==> config.mk <==
export PLATFORM = sky130hd
export DESIGN_NAME = sbox5_preimage
export DESIGN_NICKNAME = d
export VERILOG_FILES = /design/src/rtl/sbox5_pkg.sv /design/src/rtl/sbox5.sv /design/src/rtl/sbox5_preimage.sv
export SDC_FILE = /design/constraint.sdc
export NUM_CORES = 1
export LEC_CHECK = 0
export CORE_ASPECT_RATIO = 1.4
export CORE_MARGIN = 1
export CORE_UTILIZATION = 57
export CTS_CLUSTER_SIZE = 10
export DETAILED_ROUTE_END_ITERATION = 8
export PLACE_DENSITY = 0.76
export SETUP_SLACK_MARGIN = 0.2
export SKIP_CTS_REPAIR_TIMING = 1
export SLEW_MARGIN = 20
export SYNTH_ARGS = -nofsm -noshare
export SYNTH_HDL_FRONTEND = slang
export SYNTH_SLANG_ARGS = --single-unit
==> constraint.sdc <==
create_clock -name wb_clk_i -period 3.9 [get_ports wb_clk_i]
set_input_delay 0.78 -clock wb_clk_i [delete_from_list [all_inputs] [get_ports wb_clk_i]]
set_output_delay 0.78 -clock wb_clk_i [all_outputs]
set_load 0.05 [all_outputs]
==> src/rtl/sbox5_pkg.sv <==
// sbox5_pkg
// Shared definitions for the DES S-box 5 inverse-lookup engine:
//   - engine state enumeration (IDLE / SEARCH / EMIT)
//   - S-box input/output widths and the number of preimages per output value
package sbox5_pkg;

    localparam int SBOX_IN_W         = 6;
    localparam int SBOX_OUT_W        = 4;
    localparam int MATCHES_PER_VALUE = 4;
    localparam int MATCH_CNT_W       = $clog2(MATCHES_PER_VALUE);

    typedef enum logic [1:0] {
        IDLE   = 2'd0,
        SEARCH = 2'd1,
        EMIT   = 2'd2
    } state_e;

endpackage

==> src/rtl/sbox5.sv <==
// sbox5
// Combinational forward DES S-box 5.
// Ports:
//   sbox_in  [5:0] : S-box input; row = {bit5, bit0}, column = bits[4:1]
//   sbox_out [3:0] : S-box output
module sbox5
    import sbox5_pkg::*;
(
    input  logic [SBOX_IN_W-1:0]  sbox_in,
    output logic [SBOX_OUT_W-1:0] sbox_out
);

    // Each row packed as 16 nibbles, column 0 in the least significant nibble.
    localparam logic [3:0][63:0] SBOX5_ROWS = {
        64'h354A_90F6_D2E1_7C8B,   // row 3
        64'hE036_5C9F_87DA_B124,   // row 2
        64'h6893_AF05_1D74_C2BE,   // row 1
        64'h9E0D_F358_6BA7_14C2    // row 0
    };

    logic [1:0]            row;
    logic [3:0]            col;
    logic [SBOX_OUT_W-1:0] row_out [4];

    assign row = {sbox_in[5], sbox_in[0]};
    assign col = sbox_in[4:1];

    // Look up the column in every row in parallel, then pick the row.
    generate
        for (genvar gi = 0; gi < 4; gi++) begin : g_row
            assign row_out[gi] = SBOX5_ROWS[gi][{col, 2'b00} +: 4];
        end
    endgenerate

    assign sbox_out = row_out[row];

endmodule

==> src/rtl/sbox5_preimage.sv <==
// sbox5_preimage
// Sequential inverse lookup for DES S-box 5. A request carries a 4-bit output
// value; the engine walks all 6-bit inputs in ascending order through the
// forward S-box and streams each input that maps to the value. Every value has
// exactly four preimages, and the scan stops as soon as the fourth is emitted.
// Ports:
//   wb_clk_i / wb_rst_i      : clock, asynchronous active-high reset
//   req_valid/req_ready      : request handshake, req_ready high only when idle
//   req_value [3:0]          : value to invert, sampled on accept
//   out_valid/out_ready      : preimage stream handshake
//   out_data  [5:0]          : preimage (S-box input encoding)
//   out_last                 : marks the final preimage of the request
module sbox5_preimage
    import sbox5_pkg::*;
(
    input  logic                  wb_clk_i,
    input  logic                  wb_rst_i,
    input  logic                  req_valid,
    output logic                  req_ready,
    input  logic [SBOX_OUT_W-1:0] req_value,
    output logic                  out_valid,
    input  logic                  out_ready,
    output logic [SBOX_IN_W-1:0]  out_data,
    output logic                  out_last
);

    localparam logic [SBOX_IN_W-1:0]   INDEX_MAX  = '1;
    localparam logic [MATCH_CNT_W-1:0] LAST_MATCH = MATCH_CNT_W'(MATCHES_PER_VALUE - 1);

    state_e                  state_q,     state_d;
    logic [SBOX_IN_W-1:0]    index_q,     index_d;
    logic [MATCH_CNT_W-1:0]  match_cnt_q, match_cnt_d;
    logic [SBOX_OUT_W-1:0]   value_q,     value_d;
    logic [SBOX_IN_W-1:0]    out_data_q,  out_data_d;
    logic                    out_last_q,  out_last_d;

    logic [SBOX_OUT_W-1:0]   sbox_out;

    sbox5 u_sbox5 (
        .sbox_in  (index_q),
        .sbox_out (sbox_out)
    );

    always_ff @(posedge wb_clk_i or posedge wb_rst_i) begin
        if (wb_rst_i) begin
            state_q     <= IDLE;
            index_q     <= '0;
            match_cnt_q <= '0;
            value_q     <= '0;
            out_data_q  <= '0;
            out_last_q  <= 1'b0;
        end else begin
            state_q     <= state_d;
            index_q     <= index_d;
            match_cnt_q <= match_cnt_d;
            value_q     <= value_d;
            out_data_q  <= out_data_d;
            out_last_q  <= out_last_d;
        end
    end

    always_comb begin
        state_d     = state_q;
        index_d     = index_q;
        match_cnt_d = match_cnt_q;
        value_d     = value_q;
        out_data_d  = out_data_q;
        out_last_d  = out_last_q;

        unique case (state_q)
            IDLE: begin
                if (req_valid) begin
                    value_d     = req_value;
                    index_d     = '0;
                    match_cnt_d = '0;
                    state_d     = SEARCH;
                end
            end
            SEARCH: begin
                if (sbox_out == value_q) begin
                    out_data_d = index_q;
                    // Index 63 as a last-marker only matters with a faulty table;
                    // it keeps the index from wrapping inside one request.
                    out_last_d = (match_cnt_q == LAST_MATCH) || (index_q == INDEX_MAX);
                    index_d    = index_q + 1'b1;
                    state_d    = EMIT;
                end else if (index_q == INDEX_MAX) begin
                    state_d = IDLE;
                end else begin
                    index_d = index_q + 1'b1;
                end
            end
            EMIT: begin
                if (out_ready) begin
                    match_cnt_d = match_cnt_q + 1'b1;
                    state_d     = out_last_q ? IDLE : SEARCH;
                end
            end
            default: begin
                state_d = IDLE;
            end
        endcase
    end

    // Ready is masked by reset so it reads low while reset is held.
    assign req_ready = (state_q == IDLE) && !wb_rst_i;
    assign out_valid = (state_q == EMIT);
    assign out_data  = out_data_q;
    assign out_last  = out_last_q;

endmodule
; After elaboration in Yosys (flattened, before gate mapping)
; Index checks and enable logic that the tools add are counted.
[word_totals]
reg_bits = 21
out_inout_bits = 9
[op_classes]
n_mux = 16
reduce_logical = 11
eq_ne = 9
n_shift = 4
n_addsub = 2
n_lt_le_gt_ge = 1
n_bitwise = 1
[op_table]
columns = cell, count
row1 = $shiftx A64 B7 Y4 const A, 4
row2 = $mux W6, 3
row3 = $mux W2, 6
row4 = $pmux W6 S2, 1
row5 = $reduce_and A3 Y1, 3
row6 = $bmux W4 S2, 1
row7 = $mux W4, 2
row8 = $add A6 B1 Y6 const B, 1
row9 = $eq A6 B6 Y1 const B, 1
row10 = $ne A3 B3 Y1 const B, 2
row11 = $pmux W2 S3, 1
row12 = $eq A2 B2 Y1 const B, 2
row13 = $eq A4 B4 Y1, 1
row14 = $pmux W2 S2, 1
row15 = $reduce_and A2 Y1, 2
row16 = $reduce_bool A2 Y1, 2
row17 = $ge A3 B3 Y1 const B, 1
row18 = $not A2 Y3, 1
row19 = $add A2 B1 Y2 const B, 1
row20 = $eq A2 B1 Y1 const B, 1
row21 = $logic_not A2 Y1, 1
row22 = $ne A2 B1 Y1 const B, 1
row23 = $ne A2 B2 Y1 const B, 1
row24 = $logic_and A1 B1 Y1, 1
row25 = 3 further kinds, 3

; Longest topological paths before layout
; Gate-level depths: netlist (run 1).
[logic_depth]
word_depth = 7
ltp_mapped = 11

; Modules after synthesis
; From an unflattened synthesis (run 1), not the netlist that was laid out.
[hier_totals]
hier_cells = 191
area_unflattened_um2 = 1689.1
[by_module_without_submodules]
columns = mod, area_per_inst_um2, cells_each, instances, seq_area_each_um2
row1 = sbox5_preimage, 1047.3, 94, 1, 525.5
row2 = sbox5, 641.9, 97, 1, 0.0

; Worst setup path before layout (run 1)
; Ideal clock, no wire load.
[synth_path]
path_type = reg2reg
startpoint = reg index_q[1]
endpoint = reg out_data_q[1] (netlist: out_data[1])
stages_incl_launch_ff = 12
n_path_buf = 2
synth_period_minus_slack_ns = 3.223
slack_ns = 0.677
required_time_ns = 3.775
setup_time_ns = 0.125
arrival_time_ns = 3.097
cell_sequence = dfrtp_1 clkbuf_1 inv_1 ha_1 buf_2 nor2b_1 a211o_1 a221o_1 and3_1 nor4_4 nand3_4 mux2_4
[synth_between]
elab_chain_len = 6
elab_cells_between_ends = 9
classes_between = eq/ne (1) / shift (4) / mux (3) / reduce/logical (1)
[synth_lines]
columns = item, line
row1 = "start, declared", sbox5_preimage.sv:31  ; logic [SBOX_IN_W-1:0] index_q, index_d;
row2 = "start signal, assigned", sbox5_preimage.sv:54  ; index_q <= index_d;
row3 = $shiftx A64 B7 Y4, sbox5.sv:31  ; assign row_out[gi] = SBOX5_ROWS[gi][{col, 2'b00} +: 4];
row4 = $bmux W4 S2, sbox5.sv:35  ; assign sbox_out = row_out[row];
row5 = $mux W4 (not written as such) (2 in series), sbox5.sv:35
row6 = $eq A4 B4 Y1, sbox5_preimage.sv:80  ; if (sbox_out == value_q) begin
row7 = $reduce_and A2 Y1 (no source line), --
row8 = "end signal, assigned", sbox5_preimage.sv:57  ; out_data_q <= out_data_d;
row9 = "end, declared", sbox5_preimage.sv:34  ; logic [SBOX_IN_W-1:0] out_data_q, out_data_d;
; Several ways; a longest one is shown, not always the timed one. The select of a mux whose other input is x is not followed.
; A chain may end at the register's enable or synchronous reset.

; Worst setup path after layout (run 1)
[layout_path]
startpoint = reg index_q[4]
endpoint = reg out_data_q[5] (netlist: out_data[5])
[layout_between]
elab_chain_len = 6
elab_cells_between_ends = 9
classes_between = eq/ne (1) / shift (4) / mux (3) / reduce/logical (1)
[layout_lines]
columns = item, line
row1 = $shiftx A64 B7 Y4, sbox5.sv:31
row2 = $bmux W4 S2 (*), sbox5.sv:35
row3 = $mux W4 (not written as such) (*) (2 in series), sbox5.sv:35
row4 = $eq A4 B4 Y1 (*), sbox5_preimage.sv:80
row5 = $reduce_and A2 Y1 (no source line) (*), --
; Mark *: on every way between the ends. The rest lies on a longest branch, timed or not. The select of a mux whose other input is x is not followed.

==> results by stage, run 1 <==
Worst setup path:
- For flop-to-flop paths, the worst setup slack is 0.68 ns.
- The critical register-to-register path startpoint is index_q[4].
- STA classifies the critical path endpoint as a flip-flop.
- At the worst endpoint, the required time is 4.05 ns.
- In this run the critical register-to-register path is captured at out_data[5].
- The worst path arrival time is 3.38 ns.
- The startpoint type of the worst setup path is a flip-flop.
- The cell count of the worst reg-to-reg path is 8.
- The highest fanout seen on the critical path is 30.
- The worst setup path is of the reg -> reg kind.

Power and ir drop:
- The maximum VDD drop is 0.5294 mV.
- In this run the power density over the cells is 770.7 nW/um^2.
- For this design the static power due to leakage is 0.8401 nW.

Logic synthesis:
- The net count after synthesis is 207.
- By area the synthesized netlist is led by sky130_fd_sc_hd__dfrtp_1 29%, sky130_fd_sc_hd__ha_1 6.9%, sky130_fd_sc_hd__mux2_4 5.0%.
- The prevailing post-synth register cell is sky130_fd_sc_hd__dfrtp_1.
- The cell area that synthesis handed to floorplanning was 1817 sq um.
- The cell count after synthesis came out at 189.
- Of all cell types, the one taking the most synthesized area is sky130_fd_sc_hd__dfrtp_1.
- The number of unique standard cell types used by synthesis is 58.
- The register bit count reported by yosys is 21.
- After synthesis, the share of flip-flops with an asynchronous set or reset is 100.0%.
- For this run, the number of Yosys warnings is 0.
- The synthesized area per cell is 9.612 sq um.
- In this run the biggest area consumer among cell types represents 28.93% of the synthesized area.
- After synthesis, flip-flops and latches occupy 28.93% of the total area.
- The number of synthesized flops with an enable pin is 0.

Global route:
- For this run the aggregate overflow at the end of global routing stands at 0.
- The global-route usage over all layers is 26.95%.
- The number of global-route vias before repair is 1391.
- The pin count of the biggest net entering global routing is 31.
- The global-route wire length before repair is 6693 um.
- The initial antenna violation count came to 0.

Route:
- After detailed routing, the number of remaining DRC violations is 0.
- The routed via count is 1493.
- The detailed router finished its first iteration with 39 violations.
- Dividing the detail-routed via count by the number of cells gives 6.273.
- The first TritonRoute pass finished after 4 iterations.
- Dividing the detail-routed wire length by the instance count gives 17.81 um.
- The routed length on met2 is 2160 um.
- In this run the remaining antenna-violating nets after routing total 0.
- The highest signal layer in the routed design is met4.
- The detailed-routed wire length on met3 is 123 um.
- Summed over all layers, the routed wires come to 4238 um.
- The met1 wire length is 1761 um.

Timing:
- The total negative setup slack is 0 ns.
- At the pin with the least slew margin, the transition time is 0.9043 ns.
- Measured against its own limit, the worst slew margin works out to 39.71%.
- The worst-case hold slack is 0.4988 ns.
- The count of final max-slew check failures came to 0.
- The number of endpoints with negative hold slack in the final report is 0.
- Subtracting the final worst setup slack from the clock period gives 3.223 ns.
- Dividing the final minimum period by the clock period gives 82.65%.
- Static timing analysis puts the maximum clock frequency at 310.2 MHz.
- Setup violations remaining at the end of the flow were counted as 0.
- Clock skew on the completed layout was measured at 0.001842 ns.
- Setup repair after global routing left no endpoint under its margin.

Placement:
- The total half-perimeter wirelength after legalization and detailed placement is 3089 um.
- The congestion estimate from routability-driven global placement came to 0.9266.
- The number of buffers inserted by port buffering is 16.

Floorplan:
- The starting density of the core is 61.89%.
- The core region area is 2935 sq um.
- The floorplan step defined a die boundary enclosing 3420 sq um.
- The die height is 68.80 um.
- The number of top-level pins is 17.
- In this run the horizontal extent of the chip is 49.72 um.
- The number of standard-cell rows in the floorplan is 23.

Worst hold path:
- The depth of the worst hold-timing path is 1.
- The worst hold path belongs to the class reg -> reg.
- In this run the most critical hold path is launched from match_cnt_q[0].
- The endpoint of the worst hold-timing path is match_cnt_q[0].

Finish:
- The number of nets in the layout is 220.
- The layout has 234 filler cells.
- The library cell used most frequently in the layout, excluding fill and tap cells, is sky130_fd_sc_hd__dfrtp_1.
- The library cells used most frequently in the layout, excluding fill and tap cells, are 21 x sky130_fd_sc_hd__dfrtp_1, 16 x sky130_fd_sc_hd__clkdlybuf4s50_1, 11 x sky130_fd_sc_hd__nand2_1, 11 x sky130_fd_sc_hd__inv_1, 10 x sky130_fd_sc_hd__ha_1.
- The antenna diode count is 0.
- Of the cells placed in the final design, the portion with a size suffix greater than 1 is 13.43%.
- The area growth from synthesis to layout is 12.12%.

Clocking:
- The clock transition time at the flip-flop clock pins of the worst setup and hold paths is 0.07 ns.
- The clock latency of the later-clocked register in the worst-skew pair is 0.26 ns.
- The number of buffers created by CTS is 3.
- The number of sinks driven by the clock tree is 21.
- Clock tree synthesis selected as its root buffer the cell sky130_fd_sc_hd__clkbuf_8.
- The clock tree from TritonCTS is yes.
- The clock passes through at most 2 buffers.
- The number of levels in the clock H-tree is 1.

Run:
- The count of max-cap constraint violations is 0.

Run status:
- The flow ran to the end, and the final reports show no timing, DRC or antenna violations.
==> synth_stat cells (3+ instances only) <==
| cell | count |
|---|---|
| sky130_fd_sc_hd__nand2b_1 | 9 |
| sky130_fd_sc_hd__nor3_1 | 6 |
| sky130_fd_sc_hd__nor2_1 | 5 |
| sky130_fd_sc_hd__mux2_2 | 4 |
| sky130_fd_sc_hd__nand3_1 | 4 |
| sky130_fd_sc_hd__nor2b_1 | 5 |
| sky130_fd_sc_hd__clkbuf_1 | 4 |
| sky130_fd_sc_hd__o22ai_1 | 3 |
| sky130_fd_sc_hd__ha_1 | 10 |
| sky130_fd_sc_hd__mux2_4 | 6 |
| sky130_fd_sc_hd__o21ai_0 | 5 |
| sky130_fd_sc_hd__inv_1 | 11 |
| sky130_fd_sc_hd__dfrtp_1 | 21 |
| sky130_fd_sc_hd__a22o_1 | 4 |
| sky130_fd_sc_hd__nand2_1 | 11 |
| sky130_fd_sc_hd__a21oi_1 | 7 |
| sky130_fd_sc_hd__xnor2_1 | 6 |
| sky130_fd_sc_hd__mux2i_1 | 6 |
| sky130_fd_sc_hd__buf_2 | 5 |
| sky130_fd_sc_hd__buf_4 | 3 |
| sky130_fd_sc_hd__and2_1 | 3 |
==> power by group <==
| part | switching [W] | internal (W) | total, W | leakage, nW |
|---|---|---|---|---|
| Sequential | 0.000107 | 0.000291 | 0.000398 | 0.273 |
| Combinational | 0.000584 | 0.000446 | 0.00103 | 0.541 |
| Clock | 0.0000707 | 0.0000713 | 0.000142 | 0.0255 |
| Total | 0.000761 | 0.000808 | 0.00157 | 0.840 |
==> how the worst max path moves through the flow <==
stage                     from           to  slack (ns)
floorplan           index_q[1]  out_data[1]        0.68
global placement    index_q[2]  out_data[4]        0.82
detailed placement  index_q[4]  out_data[1]        0.75
CTS                 index_q[4]  out_data[5]        0.72
global route        index_q[2]  out_data[5]        0.42
finish              index_q[4]  out_data[5]        0.68
==> flip-flops by register name, indices dropped and copies added (netlist names) <==
register / count
out_data: 6
out_last: 1
value_q: 4
index_q: 6
match_cnt_q: 2
state_q: 2
==> cell type report <==
| type | instances | area [sq um] | share of cell area [%] |
|---|---|---|---|
| Multi-Input combinational cell | 143 | 1172 | 57.56 |
| Sequential cell | 21 | 525.5 | 25.80 |
| Timing Repair Buffer | 22 | 205.2 | 10.07 |
| Tap cell | 37 | 46.29 | 2.273 |
| Clock buffer | 3 | 41.29 | 2.027 |
| Inverter | 11 | 41.29 | 2.027 |
| Clock inverter | 1 | 5.005 | 0.2457 |
==> per-stage QoR <==
step	cells	setup WS [ns]	power (W)	instance area [sq um]	utilization, %
2_1_floorplan	189	0.6775	0.001194	1817	-
3_3_place_gp	234	0.8188	0.001384	1991	67.82
3_5_place_dp	234	0.7479	0.001421	1991	67.82
4_1_cts	238	0.7207	0.001566	2037	69.39
5_1_grt	238	0.4161	0.001679	2037	69.39
6_report	238	0.6766	0.001570	2037	69.39
==> worst max-delay path: stages, from the launching register on <==
cell	delay, ns
sky130_fd_sc_hd__dfrtp_1	0.72
sky130_fd_sc_hd__buf_4	0.34
sky130_fd_sc_hd__and2_1	0.16
sky130_fd_sc_hd__o32ai_1	0.54
sky130_fd_sc_hd__o31a_1	0.21
sky130_fd_sc_hd__nor3_1	0.07
sky130_fd_sc_hd__a2111oi_4	0.47
sky130_fd_sc_hd__nand3_4	0.22
sky130_fd_sc_hd__mux2_4	0.38
==> metal layers <==
metal	vias up	track usage, %
li1	722	-
met2	48	46.79
met1	709	31.67
met3	14	2.632
met4	0	18.21
met5	-	0
==> cell families (layout without fill, tap and decap cells) <==
group,count (synthesis),count (layout),share of synthesized area [%]
buffers and inverters,25,37,6.542
DFF,21,21,28.93
xor gates and xnor gates,8,8,3.857
AOI/OAI and AO/OA,47,47,20.32
muxes,19,19,13.84
and+or+nand+nor,59,59,19.63
adders and majority gates,10,10,6.887
(Power assumes the default switching activity.)
==> run 2: changes to the inputs <==
==> constraint.sdc (replaced) <==
create_clock -name wb_clk_i -period 3.1 [get_ports wb_clk_i]
set_input_delay 0.62 -clock wb_clk_i [delete_from_list [all_inputs] [get_ports wb_clk_i]]
set_output_delay 0.62 -clock wb_clk_i [all_outputs]
set_load 0.05 [all_outputs]
==> run 2 against run 1 <==
- largest power group unchanged
- worst setup slack worse by 0.36 ns
- largest cell class unchanged
- routed wire length is 7.7% higher
- global-route usage is 2.0 points higher
==> results by stage, run 2 (synthesized netlist as in run 1, its figures left out) <==
Worst setup path:
- The highest fanout seen on the critical path is 8 (-73%).
- The worst setup path is launched from a flip-flop.
- Traced cell by cell, the critical path runs through inv_6 -> ha_1 -> nor2_1 -> mux4_2 -> and3_4 -> o31a_1 -> nor4_4 -> buf_4 -> nand3_4 -> mux2_4.
- The delay contributed by the slowest stage of the critical path is 0.46 ns (-0.26 ns).
- The critical path start-end classification is reg -> reg.
- The critical register-to-register path startpoint is index_q[1].
- The kind of capture point of the worst setup path is a flip-flop.
- The worst path arrival time is 2.94 ns (-0.44 ns).
- In this run the worst setup path begins at index_q[1].
- The highest-delay cell along the critical path is sky130_fd_sc_hd__dfrtp_2.
- The data required time of the worst path is 3.25 ns (-0.80 ns).

Power and ir drop:
- The leakage power summed over all cells was 0.9194 nW (+9.4%).
- The maximum VDD drop is 0.6360 mV (+20%).
- The power per standard cell area is 1006 nW/um^2 (+30%).

Timing:
- The worst slew margin relative to its limit is 48.19% (+8.5 points).
- The number of endpoints with negative hold slack in the final report is 0 (unchanged).
- Setup repair after global routing left no endpoint under its margin.
- The smallest setup slack after layout is 0.3125 ns (-0.3641 ns).
- The final critical-path share of the clock period is 89.92% (+7.3 points).
- The clock skew after layout was 0.004562 ns (+0.002720 ns).
- The total negative setup slack came to 0 ns (unchanged).
- The final-report setup violation count is 0 (unchanged).
- The measured slew at the worst slew-check pin is 0.7763 ns (-0.1280 ns).
- The clock period minus worst slack came to 2.788 ns (-0.4359 ns).
- The maximum operating frequency is 358.7 MHz (+16%).
- The count of final max-slew check failures is 0 (unchanged).

Floorplan:
- The starting density of the core came to 61.89% (unchanged).
- The die height was 68.80 um (unchanged).
- The floorplan die area is 3420 sq um (unchanged).
- The number of standard-cell rows in the floorplan is 23 (unchanged).
- The core region area is 2935 sq um (unchanged).
- The number of top-level pins was 17 (unchanged).
- The horizontal die dimension is 49.72 um (unchanged).

Route:
- The number of remaining DRC errors is 0 (unchanged).
- The count of routing violations after the opening detailed-route iteration was 86 (+120%).
- The average wire per standard cell was 17.97 um (+0.93%).
- The number of iterations in the first detailed-routing pass is 4 (unchanged).
- The overall routed net length is 4565 um (+7.7%).
- The residual antenna-violating net count after detailed routing is 0 (unchanged).
- The routed via count is 1615 (+8.2%).
- The average vias per placed instance is 6.358 (+1.4%).

Finish:
- The fraction of layout instances using a drive strength above 1 is 23.96% (+11 points).
- The final core area utilization was 75.53% (+6.1 points).
- In the layout the commonest cells are 20 x sky130_fd_sc_hd__buf_4, 19 x sky130_fd_sc_hd__dfrtp_1, 16 x sky130_fd_sc_hd__clkdlybuf4s50_1.
- The number of filler cells placed in the layout is 229 (-2.1%).
- The antenna diode count is 0 (unchanged).
- The number of nets in the layout came to 236 (+7.3%).
- The final design instance area without fill is 2217 sq um (+8.8%).
- The most common library cell in the layout ignoring fill and taps is sky130_fd_sc_hd__buf_4.
- The multi-input gate area in the final layout was 1210 sq um (+3.2%).
- The layout overhead on the synthesized area is 22.04%.
- The area of all sequential standard cells came to 528.0 sq um (+0.48%).

Global route:
- The number of global-route vias before repair is 1574 (+13%).
- The remaining global-route overflow is 0 (unchanged).
- The global-route wire length before repair is 7251 um (+8.3%).
- The initial antenna violation count is 0 (unchanged).
- The pin count of the biggest net entering global routing is 22 (-29%).
- The global-route usage over all layers was 28.95% (+2.0 points).

Run:
- The count of max-cap constraint violations is 0 (unchanged).

Worst hold path:
- The startpoint of the most critical hold path is match_cnt_q[0].
- The path class of the tightest hold or removal check is reg -> reg.

Placement:
- The total half-perimeter wirelength after legalization and detailed placement is 3360 um (+8.8%).
- The weighted congestion at the end of routability-driven global placement was 0.9683 (+4.5%).
- The worst slack after detailed placement was 0.09119 ns (-0.6567 ns).
- The placed standard-cell area is 2102 sq um (+5.6%).
- The number of buffers inserted by port buffering is 16 (unchanged).

Clocking:
- The number of buffers on the longest clock path is 2 (unchanged).
- The number of buffers created by CTS is 3 (unchanged).
- The clock latency of the later-clocked register in the worst-skew pair is 0.26 ns (about the same).
- CTS placed an instance of sky130_fd_sc_hd__clkbuf_8 at the clock tree root.
- The number of levels in the clock H-tree is 1 (unchanged).
- The clock transition time at the flip-flop clock pins of the worst setup and hold paths came to 0.07 ns (about the same).
- The clock tree from TritonCTS is yes.
- The number of sinks driven by the clock tree came to 21 (unchanged).

Run status:
- The run finished with clean final reports.
-- run 2: worst paths after layout --
path	end	slack, ns	cells after the start
setup / recovery	out_data[3]	0.31	10
hold / removal	match_cnt_q[0]	0.50	1
setup reg to reg	out_data[3]	0.31	10
hold reg to reg	match_cnt_q[0]	0.50	1
max in group asynchronous	index_q[4]	1.73	2
min in group asynchronous	state_q[1]	0.83	2
-- run 2: stage by stage --
stage / cells / hold slack (ns) / power [W]
final: 254 / 0.5048 / 0.002229
after global routing: 254 / 0.5292 / 0.002366
after CTS: 248 / 0.5103 / 0.002082
after global placement: 244 / 0.4799 / 0.001853
after detailed placement: 244 / 0.4942 / 0.001896
after floorplan: 189 / 0.4631 / 0.001551
-- run 2: critical path, delay by kind of cell (launching register included) --
family	cells	cell delay, ns
AOI/OAI and AO/OA	1	0.33
adders and majority gates	1	0.26
buffers and inverters	2	0.28
DFF	1	0.46
muxes	2	0.79
and+or+nand+nor	4	0.55
-- run 2: power by group --
group          internal [W]  total, W  switching [W]
registers          0.000369  0.000489       0.000120
logic              0.000733   0.00156       0.000830
clock network     0.0000917  0.000178      0.0000863
-- run 2: area by class of cell --
class / count / share of cell area (%)
clock buffers: 4 / 2.032
inverters: 11 / 2.088
multi-input cells: 143 / 54.57
flip-flops and latches: 21 / 23.81
well taps: 37 / 2.088
repair buffers: 38 / 15.41
-- run 2: routing by layer --
metal | global-route usage, % | wire length, um
met4 | 17.50 | 132
met1 | 31.40 | 1762
met5 | 0 | 0
met2 | 54.22 | 2444
met3 | 3.070 | 225
